### config.mk
export PLATFORM = sky130hd
export DESIGN_NAME = mem_responder
export DESIGN_NICKNAME = d
export VERILOG_FILES = /design/src/rtl/mem_pkg.sv /design/src/rtl/rr_arbiter2.sv /design/src/rtl/mem_responder.sv
export SDC_FILE = /design/constraint.sdc
export NUM_CORES = 1
export LEC_CHECK = 0
export CAP_MARGIN = 30
export CORE_AREA = 5 5 237 239
export CTS_BUF_LIST = sky130_fd_sc_hd__clkbuf_4
export DETAILED_ROUTE_END_ITERATION = 8
export DIE_AREA = 0 0 242 244
export GPL_TIMING_DRIVEN = 1
export PLACE_DENSITY_LB_ADDON = 0.3
export SKIP_CTS_REPAIR_TIMING = 1
export SKIP_LAST_GASP = 1
export SYNTH_ARGS = -nofsm -noshare
export SYNTH_HDL_FRONTEND = slang
export SYNTH_SLANG_ARGS = --single-unit
### constraint.sdc
create_clock -name clk -period 1.64 [get_ports clk]
set_input_delay 0.164 -clock clk [delete_from_list [all_inputs] [get_ports clk]]
set_output_delay 0.164 -clock clk [all_outputs]
set_load 0.01 [all_outputs]
### src/rtl/mem_pkg.sv
// Shared types and constants for the dual-channel memory responder.
package mem_pkg;

   localparam int MEM_WORDS_DEFAULT = 4096;
   localparam int WORD_SHIFT        = 3;

   typedef enum logic [1:0] {
      IDLE  = 2'd0,
      ISSUE = 2'd1,
      WAIT  = 2'd2,
      RESP  = 2'd3
   } state_e;

   typedef struct packed {
      logic [63:0] addr;
      logic        we;
      logic [63:0] wdata;
      logic [7:0]  wmask;
   } req_t;

   typedef struct packed {
      logic [63:0] rdata;
      logic        err;
   } resp_t;

endpackage

### src/rtl/rr_arbiter2.sv
// Two-requester round-robin grant; last_grant advances only on an accepted grant.
module rr_arbiter2 (
   input  logic       clk,
   input  logic       rst,
   input  logic [1:0] req,
   input  logic       accept,
   output logic [1:0] grant
);

   logic last_grant_q;

   // NOTE: every combinational output gets a default first so no latch is inferred.
   always_comb begin
      grant = 2'b00;
      case (req)
         2'b01:   grant = 2'b01;
         2'b10:   grant = 2'b10;
         2'b11:   grant = last_grant_q ? 2'b01 : 2'b10;
         default: grant = 2'b00;
      endcase
   end

   // NOTE: state registers use non-blocking assignments only.
   always_ff @(posedge clk) begin
      if (rst)
         last_grant_q <= 1'b0;
      else if (accept)
         last_grant_q <= grant[1];
   end

endmodule

### src/rtl/mem_responder.sv
// Arbitrates two request channels onto one synchronous RAM, one transaction in flight.
module mem_responder
   import mem_pkg::*;
#(
   parameter int RAM_LATENCY = 1,
   parameter int MEM_WORDS   = MEM_WORDS_DEFAULT
) (
   input  logic        clk,
   input  logic        rst,
   input  logic        p0_req_valid,
   output logic        p0_req_ready,
   input  logic [63:0] p0_addr,
   input  logic        p0_we,
   input  logic [63:0] p0_wdata,
   input  logic [7:0]  p0_wmask,
   output logic        p0_resp_valid,
   output logic [63:0] p0_resp_rdata,
   output logic        p0_resp_err,
   input  logic        p1_req_valid,
   output logic        p1_req_ready,
   input  logic [63:0] p1_addr,
   input  logic        p1_we,
   input  logic [63:0] p1_wdata,
   input  logic [7:0]  p1_wmask,
   output logic        p1_resp_valid,
   output logic [63:0] p1_resp_rdata,
   output logic        p1_resp_err,
   output logic        ram_en,
   output logic        ram_we,
   output logic [60:0] ram_addr,
   output logic [63:0] ram_wdata,
   output logic [7:0]  ram_wmask,
   input  logic [63:0] ram_rdata
);

   localparam int CW = $clog2(RAM_LATENCY + 1);

   state_e        state_q, state_d;
   req_t          req_q, sel_req;
   resp_t         resp_q;
   logic          owner_q;
   logic [CW-1:0] cnt_q;
   logic [1:0]    grant;
   logic          accept;
   logic          in_range;
   logic          unused_addr_bits;

   rr_arbiter2 u_arb (
      .clk    (clk),
      .rst    (rst),
      .req    ({p1_req_valid, p0_req_valid}),
      .accept (accept),
      .grant  (grant)
   );

   // Outputs are forced low while rst is high, even before the state register clears.
   assign p0_req_ready = !rst && (state_q == IDLE) && grant[0];
   assign p1_req_ready = !rst && (state_q == IDLE) && grant[1];
   assign accept       = p0_req_ready || p1_req_ready;

   always_comb begin
      sel_req = grant[1] ? '{p1_addr, p1_we, p1_wdata, p1_wmask}
                         : '{p0_addr, p0_we, p0_wdata, p0_wmask};
   end

   assign in_range         = sel_req.addr[63:WORD_SHIFT] < 61'(MEM_WORDS);
   assign unused_addr_bits = ^req_q.addr[WORD_SHIFT-1:0];

   always_comb begin
      state_d   = state_q;
      ram_en    = 1'b0;
      ram_we    = 1'b0;
      ram_addr  = '0;
      ram_wdata = '0;
      ram_wmask = '0;
      case (state_q)
         IDLE:  if (accept) state_d = in_range ? ISSUE : RESP;
         ISSUE: begin
            state_d   = WAIT;
            ram_en    = !rst;
            ram_we    = !rst && req_q.we;
            ram_addr  = rst ? '0 : req_q.addr[63:WORD_SHIFT];
            ram_wdata = rst ? '0 : req_q.wdata;
            ram_wmask = rst ? '0 : req_q.wmask;
         end
         WAIT:  if (cnt_q == CW'(1)) state_d = RESP;
         RESP:  state_d = IDLE;
         default: state_d = IDLE;
      endcase
   end

   always_ff @(posedge clk) begin
      if (rst) begin
         state_q <= IDLE;
         req_q   <= '0;
         resp_q  <= '0;
         owner_q <= 1'b0;
         cnt_q   <= '0;
      end else begin
         state_q <= state_d;
         if (accept) begin
            req_q        <= sel_req;
            owner_q      <= grant[1];
            resp_q.rdata <= '0;
            resp_q.err   <= !in_range;
         end
         if (state_q == ISSUE)
            cnt_q <= CW'(RAM_LATENCY);
         else if (state_q == WAIT) begin
            cnt_q <= cnt_q - CW'(1);
            // Read data lines up with the last WAIT cycle; writes keep rdata at 0.
            if (cnt_q == CW'(1) && !req_q.we)
               resp_q.rdata <= ram_rdata;
         end
      end
   end

   assign p0_resp_valid = !rst && (state_q == RESP) && !owner_q;
   assign p1_resp_valid = !rst && (state_q == RESP) &&  owner_q;
   assign p0_resp_rdata = p0_resp_valid ? resp_q.rdata : '0;
   assign p1_resp_rdata = p1_resp_valid ? resp_q.rdata : '0;
   assign p0_resp_err   = p0_resp_valid && resp_q.err;
   assign p1_resp_err   = p1_resp_valid && resp_q.err;

endmodule

**Word-level counts from Yosys, hierarchy flattened**

Index checks and enable logic that the tools add are counted.
Widths: inputs -> output; s select.

- Bits in registers: 206
- Memories: 0
- Word-level logic and storage cells: 60
- Memory bits (read-only): 0
- Bits in latches: 0
- Bits in writable memories: 0

- Reductions and logical operators: 18
- Equal/unequal tests: 8
- Bitwise gates (word level): 0
- Multiplexer cells: 23
- Add/subtract/negate cells: 1
- Div/mod/pow operators: 0
- Multipliers: 0
- Shift-type cells: 0
- Magnitude comparators: 1

Operators by type and width:

| operator | count |
|---|---|
| $mux 64 | 7 |
| $mux 137 | 1 |
| $mux 61 | 2 |
| $mux 65 | 1 |
| $lt 61x13->1 const B | 1 |
| $mux 8 | 2 |
| $logic_and 1x1->1 | 10 |
| $eq 2x2->1 const B | 4 |
| $mux 2 | 4 |
| $pmux 2 s4 | 1 |
| $pmux 2 s3 | 1 |
| $eq 2x1->1 const B | 2 |
| $logic_not 1->1 | 4 |
| $mux 1 | 4 |
| $ne 2x2->1 const B | 2 |
| $logic_not 2->1 | 1 |
| $reduce_and 2->1 | 1 |
| $reduce_bool 2->1 | 1 |
| $logic_or 1x1->1 | 1 |
| $sub 1x1->1 const B | 1 |

**Logic depth before layout (Yosys ltp)**

- Depth after elaboration: 9
- Mapped depth: 9
- Depth with buffers taken out: 7

**Hierarchy**

From an unflattened synthesis, not the netlist that was laid out.

- Cells, all modules: 1192
- Area total of the unflattened synthesis: 10368.7 sq um

Modules (own cells, without submodules):

| module | cells an instance | times used | area an instance (sq um) | seq. area each (sq um) |
|---|---|---|---|---|
| mem_responder | 1185 | 1 | 10301.1 | 4063.9 |
| rr_arbiter2 | 7 | 1 | 67.6 | 20.0 |

**Worst setup path before layout**

Ideal clock, no wire load.

- Path kind: reg2reg
- From: register state_q[0]
- To: register resp_q[10] (netlist name)
- Buffers on the path: 2
- Setup time: 65 ps
- Data arrival time: 1682 ps
- Path slack: -108 ps
- Cell stages (with the launch flop): 10
- Path through: dfxtp_1 inv_1 ha_1 nor2b_2 o21a_1 buf_2 nor2_2 buf_2 a22oi_1 nor2_1

- Cells in the longest elaborated chain, start to end: 8
- Elaborated cells between the ends (all ways): 11

Ends and longest elaborated chain:

| item | line | text |
|---|---|---|
| from (decl) | mem_responder.sv:38 | `state_e state_q, state_d;` |
| from (signal assigned) | mem_responder.sv:100 | `state_q <= state_d;` |
| $logic_not 2->1 | mem_responder.sv:57, mem_responder.sv:58 |  |
| $logic_and 1x1->1 | mem_responder.sv:57, mem_responder.sv:58 |  |
| $logic_and 1x1->1, on equally long branches | mem_responder.sv:57, mem_responder.sv:58 |  |
| $logic_or 1x1->1 | mem_responder.sv:59 | `assign accept = p0_req_ready \|\| p1_req_ready;` |
| $mux 65 | mem_responder.sv:101 | `if (accept) begin` |
| $mux 64 | mem_responder.sv:112 | `if (cnt_q == CW'(1) && !req_q.we)` |
| $mux 64 | mem_responder.sv:109 | `else if (state_q == WAIT) begin` |
| $mux 64 * | mem_responder.sv:107 | `if (state_q == ISSUE)` |
| to (decl) | mem_responder.sv:40 | `resp_t resp_q;` |

Mark *: on every way between the ends. The rest lies on a longest branch, timed or not.
A chain may end at the register's enable or synchronous reset.

**Worst setup path in the final report**

- From: register state_q[0]
- To: output ram_addr[31]

- Cells in the longest elaborated chain, start to end: 2

Ends and longest elaborated chain:

| item | line | text |
|---|---|---|
| $eq 2x1->1 | mem_responder.sv:76 | `case (state_q)` |
| $mux 61 | mem_responder.sv:76 |  |
| to (decl) | mem_responder.sv:30 | `output logic [60:0] ram_addr,` |

Every way passes these cells.

==> qor.yml <==
outcome: "complete, but fails checks"
cts_buffers: 61
clock_latency_ps: 730
hpwl_mm: 37.3
slew_headroom: 0.624
critPathMaxFanout: 7
globalplace.congestion: 0.862
io_pins: 611
dieArea_mm2: 0.0590
setup_slack_ps: -1120
arrival_ps: 2600
row_count: 85
synth.most_common_cell: "and2_1"
drt_first_pass_iters: 4
synth_common_cells: "and2_1, nor2_1, dfxtp_1"
worstMarginPinSlew_ps: 564
nets: 2375
slew_viol_final: 0
dp_cells: 2497
power.leakage_nw: 9.40
synth_edf_count: 0
rsz0062_at_grt: "yes"
ir_drop_v: 0.000404
wirelength_mm: 54.8
final_cell_area_mm2: 0.0217
dpl_cell_area_mm2: 0.0180
timing.hold.ws_ps: 74.6
cts_max_level: 2
syn_to_final_growth_pct: 111
pwr_density_cell_mw_per_mm2: 951
cts_root_buffer: "clkbuf_4"
yosys_warnings: 0
synth_fp_nets: 1528
crit_type: "flip-flop to output pin"
wl_per_cell_um: 19.8
seq_area_mm2: 0.00407
synth.area.top_cells: "dfxtp_1, and2_1, mux2i_1"
wl_met2_mm: 27.6
cp.required_ps: 1480
avgSynthCellArea_um2: 8.69
clk_pin_slew_ps: 70
setup_viol: 470
cts_tree: "yes"
multiInputGateArea_mm2: 0.00650
min_period_ps: 2760
grt_start_max_net_pins: 82
finalPower_mw: 20.6
crit_path_start_kind: "flip-flop"
portBuffers: 604
dp_slack_ps: -707
synth.distinct_cells: 32
grt_pass1_wl_mm: 69.2
clockBufferDepth: 3
antenna_found_initial: 3
fillCellCount: 5297
ys_seq_area_frac: 0.396
drc_errors: 0
fin_setup_tns_ps: -299310
vias_per_cell: 4.39
min_path_type: "input pin to flip-flop"
die_h_um: 244
cts_num_sinks: 203
grt_use_total: 0.149
ant_nets: 0
synthCells: 1181
initial_utilization: 0.192
wl_met3_mm: 3.91
fin_crit_sh: 1.68
gr-total-overflow: 0
drive_gt1_frac: 0.367
fin_util: 0.405
top_layer: "met4"
wl_met1_mm: 21.1
violations: "setup timing"
grt_pass1_vias: 11600
die_w_um: 242
synth.cell_area_mm2: 0.0103
skew_ps: 19.6
drv_cap: 0
finalHoldViolCount: 0
core_mm2: 0.0536
synth_top_cell_area_share: 0.396
ys_ff_latch: 203
async_flop_share: 0
num_vias: 12200
stdcell_count: 2770
synthDominantAreaCellType: "dfxtp_1"
critPathCaptureType: "output pin"
fmax_mhz: 362
first_iter_violations: 427
synth_flop_cell: "dfxtp_1"
critical path, stage by stage, from the launching register on:
cell	delay, ps
dfxtp_4	350
buf_12	120
ha_4	150
nor2b_4	130
buf_12	140
clkbuf_16	160
buf_4	150
buf_8	120
buf_4	130
buf_4	130
and2_4	150
buf_2	130
final cells by class:
| cell class | count | share of cell area |
|---|---|---|
| Inverter | 3 | 0.000634 |
| Antenna cell | 4 | 0.000461 |
| Clock buffer | 85 | 0.0294 |
| Timing Repair Buffer | 894 | 0.439 |
| Clock inverter | 20 | 0.00357 |
| Sequential cell | 203 | 0.188 |
| Tap cell | 696 | 0.0401 |
| Multi-Input combinational cell | 865 | 0.299 |
layout by cell type (no fill, tap or decap), types with 3 or more instances in the layout:
cell type / Yosys / final
a211oi_2: 0 / 35
a22oi_1: 64 / 29
mux2i_1: 134 / 134
ha_4: 0 / 3
clkbuf_16: 0 / 40
clkbuf_2: 0 / 54
and2_4: 0 / 103
a21oi_1: 4 / 3
buf_16: 0 / 4
clkdlybuf4s50_1: 0 / 389
nor2_1: 204 / 180
dfxtp_1: 203 / 200
buf_2: 39 / 25
a22oi_2: 0 / 35
dlygate4sd3_1: 0 / 30
and2_1: 265 / 162
nor3_1: 4 / 4
dlymetal6s2s_1: 0 / 21
buf_6: 5 / 131
nor2_2: 1 / 19
clkbuf_4: 0 / 85
a211oi_1: 135 / 98
nor4_1: 22 / 22
clkinv_1: 0 / 17
nand2_1: 5 / 4
nand4_1: 5 / 5
buf_4: 3 / 145
diode_2: 0 / 4
buf_8: 0 / 20
buf_12: 0 / 35
nor2_4: 0 / 6
path summary, 6_finish.rpt:
path	end	startpoint	slack, ps	depth (start not counted)
worst max-delay path	ram_addr[31]	state_q[0]	-1120	11
worst min-delay path	resp_q[46]	ram_rdata[45]	70	3
worst max register to register	req_q[97]	state_q[1]	-470	13
worst min register to register	req_q[12]	req_q[12]	490	2
state kept, by name, indices dropped and copies added, names as in the netlist:
| signal | count |
|---|---|
| req_q | 134 |
| resp_q | 65 |
| state_q | 2 |
| cnt_q | 1 |
| owner_q | 1 |
logic make-up after synthesis:
logic type | count (synthesis) | share of synthesized area
AND/OR/NAND/NOR | 518 | 0.266
multiplexers | 134 | 0.131
adder cells (fa/ha/maj) | 5 | 0.00609
buffers and inverters | 113 | 0.0508
flip-flops | 203 | 0.396
AO/OA/AOI/OAI | 208 | 0.151
power by group:
group	internal, mW	total, mW	switching (mW)
combinational	5.36	9.38	4.01
sequential	5.96	6.64	0.672
clock	2.36	4.63	2.27
per-layer routing:
metal | track usage | vias to the layer above
met5 | 0 | -
met4 | 0.0559 | 0
met3 | 0.0584 | 105
met2 | 0.267 | 498
met1 | 0.158 | 5697
li1 | - | 5864
Note: power is estimated with default switching activity, not from simulation.
